==> src/rtl/nn_pkg.sv <==
// Shared types for the NN frame streamer: byte width, FSM state encoding and
// the (din, w) pair carried through the FIFO.
package nn_pkg;

  localparam int BYTE_W = 8;

  typedef enum logic [1:0] {
    ST_IDLE   = 2'd0,
    ST_STREAM = 2'd1,
    ST_GAP    = 2'd2
  } state_t;

  typedef struct packed {
    logic [BYTE_W-1:0] din;
    logic [BYTE_W-1:0] w;
  } pair_t;

endpackage

==> src/rtl/nn_pair_fifo.sv <==
// Pair FIFO of 2**AW entries; AW+1-bit pointers so full/empty are told apart by the MSB.
// A push while full is only taken when a pop frees the slot in the same cycle.
module nn_pair_fifo
  import nn_pkg::*;
#(
  parameter int AW = 6
) (
  input  logic        clk,
  input  logic        rst_n,
  input  logic        push,
  input  pair_t       wr_data,
  input  logic        pop,
  output pair_t       rd_data,
  output logic        full,
  output logic [AW:0] level,
  output logic        drop
);

  pair_t       mem [2**AW];
  logic [AW:0] wr_ptr_reg;
  logic [AW:0] rd_ptr_reg;
  logic        push_ok;

  assign full    = (wr_ptr_reg[AW] != rd_ptr_reg[AW]) &&
                   (wr_ptr_reg[AW-1:0] == rd_ptr_reg[AW-1:0]);
  assign level   = wr_ptr_reg - rd_ptr_reg;
  assign push_ok = push && (!full || pop);
  assign drop    = push && full && !pop;
  assign rd_data = mem[rd_ptr_reg[AW-1:0]];

  // Storage needs no reset: resetting the pointers discards the contents.
  always_ff @(posedge clk) begin
    if (push_ok) mem[wr_ptr_reg[AW-1:0]] <= wr_data;
  end

  always_ff @(posedge clk or negedge rst_n) begin
    if (!rst_n) begin
      wr_ptr_reg <= '0;
      rd_ptr_reg <= '0;
    end else begin
      if (push_ok) wr_ptr_reg <= wr_ptr_reg + 1'b1;
      if (pop)     rd_ptr_reg <= rd_ptr_reg + 1'b1;
    end
  end

endmodule

==> src/rtl/nn_frame_streamer.sv <==
// Buffers host (din, w) pairs and emits whole frames of FRAME_LEN pairs back to back.
// Optional per-frame checksum port chk is built when NN_STREAM_CHECKSUM_EN is defined.
module nn_frame_streamer
  import nn_pkg::*;
#(
  parameter int FRAME_LEN  = 64,
  parameter int AW         = 6,
  parameter int GAP_CYCLES = 2
) (
  input  logic              clk,
  input  logic              rst_n,
  input  logic              wr_en,
  input  logic [BYTE_W-1:0] wr_din,
  input  logic [BYTE_W-1:0] wr_w,
  input  logic              start,
  output logic              full,
  output logic [AW:0]       level,
  output logic              busy,
  output logic [BYTE_W-1:0] din,
  output logic [BYTE_W-1:0] w,
  output logic              frame_valid,
  output logic              frame_last,
  output logic              err_ovf,
`ifdef NN_STREAM_CHECKSUM_EN
  output logic              err_short,
  output logic [BYTE_W-1:0] chk
`else
  output logic              err_short
`endif
);

  localparam int BW = $clog2(FRAME_LEN + 1);
  localparam int GW = $clog2(GAP_CYCLES + 1);

  state_t          state_reg, state_next;
  logic [BW-1:0]   beat_reg, beat_next;
  logic [GW-1:0]   gap_reg, gap_next;
  logic            short_hit;
  logic            pop;
  logic            last_pop;
  logic            drop;
  pair_t           rd_data;
  pair_t           wr_pair;

  assign wr_pair = '{din: wr_din, w: wr_w};

  nn_pair_fifo #(.AW(AW)) u_fifo (
    .clk     (clk),
    .rst_n   (rst_n),
    .push    (wr_en),
    .wr_data (wr_pair),
    .pop     (pop),
    .rd_data (rd_data),
    .full    (full),
    .level   (level),
    .drop    (drop)
  );

  always_ff @(posedge clk or negedge rst_n) begin
    if (!rst_n) begin
      state_reg <= ST_IDLE;
      beat_reg  <= '0;
      gap_reg   <= '0;
    end else begin
      state_reg <= state_next;
      beat_reg  <= beat_next;
      gap_reg   <= gap_next;
    end
  end

  always_comb begin
    state_next = state_reg;
    beat_next  = beat_reg;
    gap_next   = gap_reg;
    short_hit  = 1'b0;
    case (state_reg)
      ST_IDLE: begin
        if (start) begin
          if (level >= (AW+1)'(FRAME_LEN)) begin
            state_next = ST_STREAM;
            beat_next  = '0;
          end else begin
            short_hit = 1'b1;
          end
        end
      end
      ST_STREAM: begin
        beat_next = beat_reg + 1'b1;
        if (beat_reg == BW'(FRAME_LEN - 1)) begin
          state_next = ST_GAP;
          gap_next   = '0;
        end
      end
      ST_GAP: begin
        if (gap_reg == GW'(GAP_CYCLES - 1)) state_next = ST_IDLE;
        else                                gap_next   = gap_reg + 1'b1;
      end
      default: state_next = ST_IDLE;
    endcase
  end

  always_comb begin
    pop      = (state_reg == ST_STREAM);
    busy     = (state_reg != ST_IDLE);
    last_pop = pop && (beat_reg == BW'(FRAME_LEN - 1));
  end

  // Network-facing bytes are registered one cycle behind the pop and forced to zero otherwise.
  always_ff @(posedge clk or negedge rst_n) begin
    if (!rst_n) begin
      din         <= '0;
      w           <= '0;
      frame_valid <= 1'b0;
      frame_last  <= 1'b0;
      err_ovf     <= 1'b0;
      err_short   <= 1'b0;
    end else begin
      din         <= pop ? rd_data.din : '0;
      w           <= pop ? rd_data.w   : '0;
      frame_valid <= pop;
      frame_last  <= last_pop;
      err_ovf     <= err_ovf | drop;
      err_short   <= err_short | short_hit;
    end
  end

`ifdef NN_STREAM_CHECKSUM_EN
  always_ff @(posedge clk or negedge rst_n) begin
    if (!rst_n) begin
      chk <= '0;
    end else if (state_reg == ST_IDLE && state_next == ST_STREAM) begin
      chk <= '0;
    end else if (frame_valid) begin
      chk <= chk + din + w;
    end
  end
`endif

endmodule

==> config.mk <==
export PLATFORM = sky130hd
export DESIGN_NAME = nn_frame_streamer
export DESIGN_NICKNAME = d
export VERILOG_FILES = /design/src/rtl/nn_pkg.sv /design/src/rtl/nn_pair_fifo.sv /design/src/rtl/nn_frame_streamer.sv
export SDC_FILE = /design/constraint.sdc
export NUM_CORES = 1
export LEC_CHECK = 0
export CAP_MARGIN = 20
export CORE_AREA = 3 3 239 359
export DETAILED_ROUTE_END_ITERATION = 8
export DIE_AREA = 0 0 242 362
export HOLD_SLACK_MARGIN = 0.06
export PLACE_DENSITY = 0.72
export SLEW_MARGIN = 0
export SYNTH_ARGS = -nofsm -noshare
export SYNTH_HDL_FRONTEND = slang
export SYNTH_SLANG_ARGS = --single-unit
==> constraint.sdc <==
create_clock -name clk -period 3.7 [get_ports clk]
set_input_delay 0.74 -clock clk [delete_from_list [all_inputs] [get_ports clk]]
set_output_delay 0.74 -clock clk [all_outputs]
set_load 0.02 [all_outputs]
==> summary.txt <==
Synth
  • Post-synth EDFFs: 1024
  • Largest family of logic cells by synthesized area: multiplexers
  • Post-synthesis simple-gate area fraction: 3.09%
  • Post-synthesis sequential area ratio: 77.0%
  • Mux contribution to synthesized area: 15.4%
  • Synth Register Bits: 1069
  • Complex-gate fraction of the synthesized area: 2.33%
  • Synth Area in XOR/XNOR: 0.423%
  • Synthesized area per cell: 20.6 µm²
  • Synth Flop Type: edfxtp_1
  • Synth cell types: 49
  • Cell Area, Synth: 0.0414 mm²
  • Synth Area in Adders: 0.351%
  • Gate Count Post-Synth: 2007
  • Async S/R FF share, synth: 4.21%
  • Syn nets: 2038
  • Ys Warns: 0

Setup path
  • Worst setup path startpoint: u_fifo.rd_ptr_reg[1]
  • Top Family by Delay on Critical Path: compound AO/OA/AOI/OAI gates
  • CP endpoint kind: primary output
  • Critical-path cell list: inv_1 -> ha_1 -> a21o_1 -> a21oi_1 -> o21ai_0 -> a21oi_1 -> xnor2_1 -> clkbuf_2
  • CP Class: reg -> out
  • Startpoint Class: flop
  • Setup slack, reg-to-reg: 0.31 ns
  • Crit-path most repeated cell: a21oi_1
  • Crit path buf inv count: 2
  • Crit path DAT: 2.83 ns
  • Critical path depth in cells: 8
  • Reg2reg start: u_fifo.rd_ptr_reg[0]
  • Crit-path slowest cell: dfrtp_4
  • Max incr delay on CP: 0.52 ns
  • Critical path destination: level[5]
  • Critical Path Fanout Max: 5
  • Worst EP required: 2.96 ns
  • Cells on worst reg2reg path: 6
  • Reg-to-Reg End: din[2]

Route
  • Post-DRT Antenna Nets: 0
  • Drc violations: 0
  • Vias: 20.5k
  • Vias per inst: 6.14
  • Total Wirelength: 97200 µm
  • Drt wl/cell: 29.1 µm
  • First-pass iteration count of the detailed router: 5
  • DRT iter0 DRCs: 2566

Timing
  • Worst-case hold slack: 0.221 ns
  • Fin crit share: 96.6%
  • Fmax: 280 MHz
  • Final Skew: 0.0184 ns
  • Final hold vios: 0
  • Slew HR: 24.7%
  • Period minus WS final: 3.57 ns
  • Finish-stage setup viols: 0
  • Least-Margin Pin Slew: 1.13 ns
  • RSZ-0062 raised after global routing: no
  • Final setup TNS: 0 ns
  • Slew Viols, Final: 0

GRT
  • M1 GR Usage: 28.5%
  • Grt ovf: 0
  • Initial antenna violation count: 3
  • Tot GR Track Use: 22.2%
  • GRT Max-Usage Layer: met2
  • GRT met2 Usage: 38.6%
  • Met3 Track Usage GR: 3.19%
  • Vias in the first global route: 21.1k
  • Pin count of the biggest net entering global routing: 119
  • First-pass GRT wire length: 143000 µm

CTS
  • Reg clk slew, reported paths: 0.07 ns
  • Cts hold-fix bufs: 0
  • Root buf cell: clkbuf_16
  • Clk buf depth: 3
  • Clock sinks: 1069
  • CTS H-tree lvls: 3
  • CTS tree: yes
  • Total CTS buffers: 91
  • Worst skew pair latency: 0.64 ns

Hold path
  • Hold Path Class: in -> async

Placed design
  • IO Port Bufs: 48
  • Placer Congestion: 0.871
  • Placed inst area: 0.0435 mm²
  • Dpl cells: 3170
  • Detailed Place HPWL: 58100 µm

Floorplan
  • Core area: 0.0826 mm²
  • # rows: 129
  • IO Pins: 49
  • DIE AREA: 0.0876 mm²
  • Initial core utilization: 50.1%
  • Die Width: 242 µm
  • Die Y: 362 µm

Layout
  • Largest register FFs: 1024
  • Final #Nets: 2186
  • Fillers: 6110
  • Synthesis-to-layout area growth: 12.2%
  • Fraction of layout cells with a size suffix above 1: 22.5%
  • Filler-free cell count of the finished design: 3338
  • Post-route cell area: 0.0464 mm²

Outcome
  • Status: complete, no violations

Power and ir drop
  • Net Sw Frac: 31.9%
  • Comb pwr share: 31.9%
  • Net Switching: 11.0 mW
  • Pleak: 15.2 nW
  • Power Density: 745 mW/mm²
  • Seq pwr share: 41.2%
  • P_int: 23.6 mW
  • VDD IR-drop max: 0.673 mV
  • Clock power frac: 26.9%

Run
  • Max_cap viols: 0
## power groups by stage
stage	Combinational, mW	Sequential, mW	Clock (mW)
floorplan	7.21	14.4	0
global placement	10.9	14.4	0
detailed placement	11.0	14.5	0
CTS	11.1	14.2	9.45
global route	11.6	14.3	9.92
finish	11.0	14.2	9.32
## stage by stage
stage          total power, mW  util [%]  worst slack [ns]
3_5_place_dp              25.5      52.6             0.277
3_3_place_gp              25.3      52.6             0.282
2_1_floorplan             21.6         -             0.174
4_1_cts                   34.8      56.1            0.0101
6_report                  34.6      56.2             0.125
5_1_grt                   35.8      56.2            0.0104
## how the worst min path moves through the flow
| stage | startpoint | depth (start not counted) | slack, ns | end |
|---|---|---|---|---|
| CTS | rst_n | 1 | 0.21 | beat_reg[1] |
| global route | rst_n | 1 | 0.25 | beat_reg[1] |
| floorplan | rst_n | 0 | 0.44 | beat_reg[0] |
| detailed placement | err_short | 1 | 0.48 | err_short |
| finish | rst_n | 1 | 0.22 | beat_reg[1] |
| global placement | u_fifo.wr_ptr_reg[6] | 1 | 0.48 | u_fifo.wr_ptr_reg[6] |
## cells in the mapped netlist, drive strengths merged (15+ instances only)
| master | count | share of area (%) |
|---|---|---|
| nand3 | 15 | 0.18 |
| inv | 15 | 0.14 |
| edfxtp | 1024 | 74 |
| buf | 71 | 1.1 |
| nor2 | 106 | 0.96 |
| a221o | 18 | 0.44 |
| o22ai | 28 | 0.42 |
| mux2i | 104 | 2.5 |
| a21oi | 55 | 0.66 |
| dfrtp | 45 | 2.7 |
| o21ai | 20 | 0.24 |
| mux4 | 236 | 13 |
| nand2 | 130 | 1.2 |
| clkbuf | 29 | 0.26 |
## cell type report
type | instances | area (µm²) | share of cell area [%]
inverters | 17 | 68.8 | 0.148
multi-input cells | 821 | 8930 | 19.2
well taps | 1113 | 1390 | 3.00
diodes | 1 | 2.50 | 0.00539
clock buffers | 116 | 2430 | 5.24
flip-flops and latches | 1069 | 31900 | 68.7
repair buffers | 155 | 1300 | 2.81
clock inverters | 46 | 425 | 0.916
## layer usage
layer | wire [µm] | share of wire [%] | up-vias
met2 | 50400 | 52 | 951
met1 | 35800 | 37 | 10900
met4 | 4010 | 4.1 | 0
met3 | 7070 | 7.3 | 176
met5 | 0 | 0 | -
li1 | - | - | 8500
## logic make-up after synthesis
family | after synthesis
compound gates | 150
buf+inv | 117
mux | 340
fa+ha+maj | 11
flops | 1069
simple gates | 300
xor+xnor | 20
## placed cells by master (no fill, tap or decap), types with 8 or more instances in the layout
cell	Yosys	final
mux2i_1	104	104
a22oi_1	8	8
clkbuf_16	0	93
ha_1	10	10
and3_1	9	9
a21oi_1	55	55
clkinv_2	0	16
nand2_1	130	130
a221o_1	18	18
buf_12	0	9
bufinv_16	0	8
clkinv_1	2	19
xnor2_1	14	14
o221ai_1	8	8
nand3_1	15	15
buf_4	11	98
dfrtp_1	45	40
clkbuf_1	29	21
clkdlybuf4s50_1	0	26
o21ai_0	20	19
nor2_1	106	106
edfxtp_1	1024	1024
mux4_2	236	236
o22ai_1	28	28
inv_1	14	13
nand4_1	10	10
buf_2	27	17
## timing repair
action / 4_1_cts / 5_1_grt
setup endpoints to repair: 5 / 2
setup buffers: 2 / 0
resized for setup: 9 / 4
Note: power is estimated with default switching activity, not from simulation.
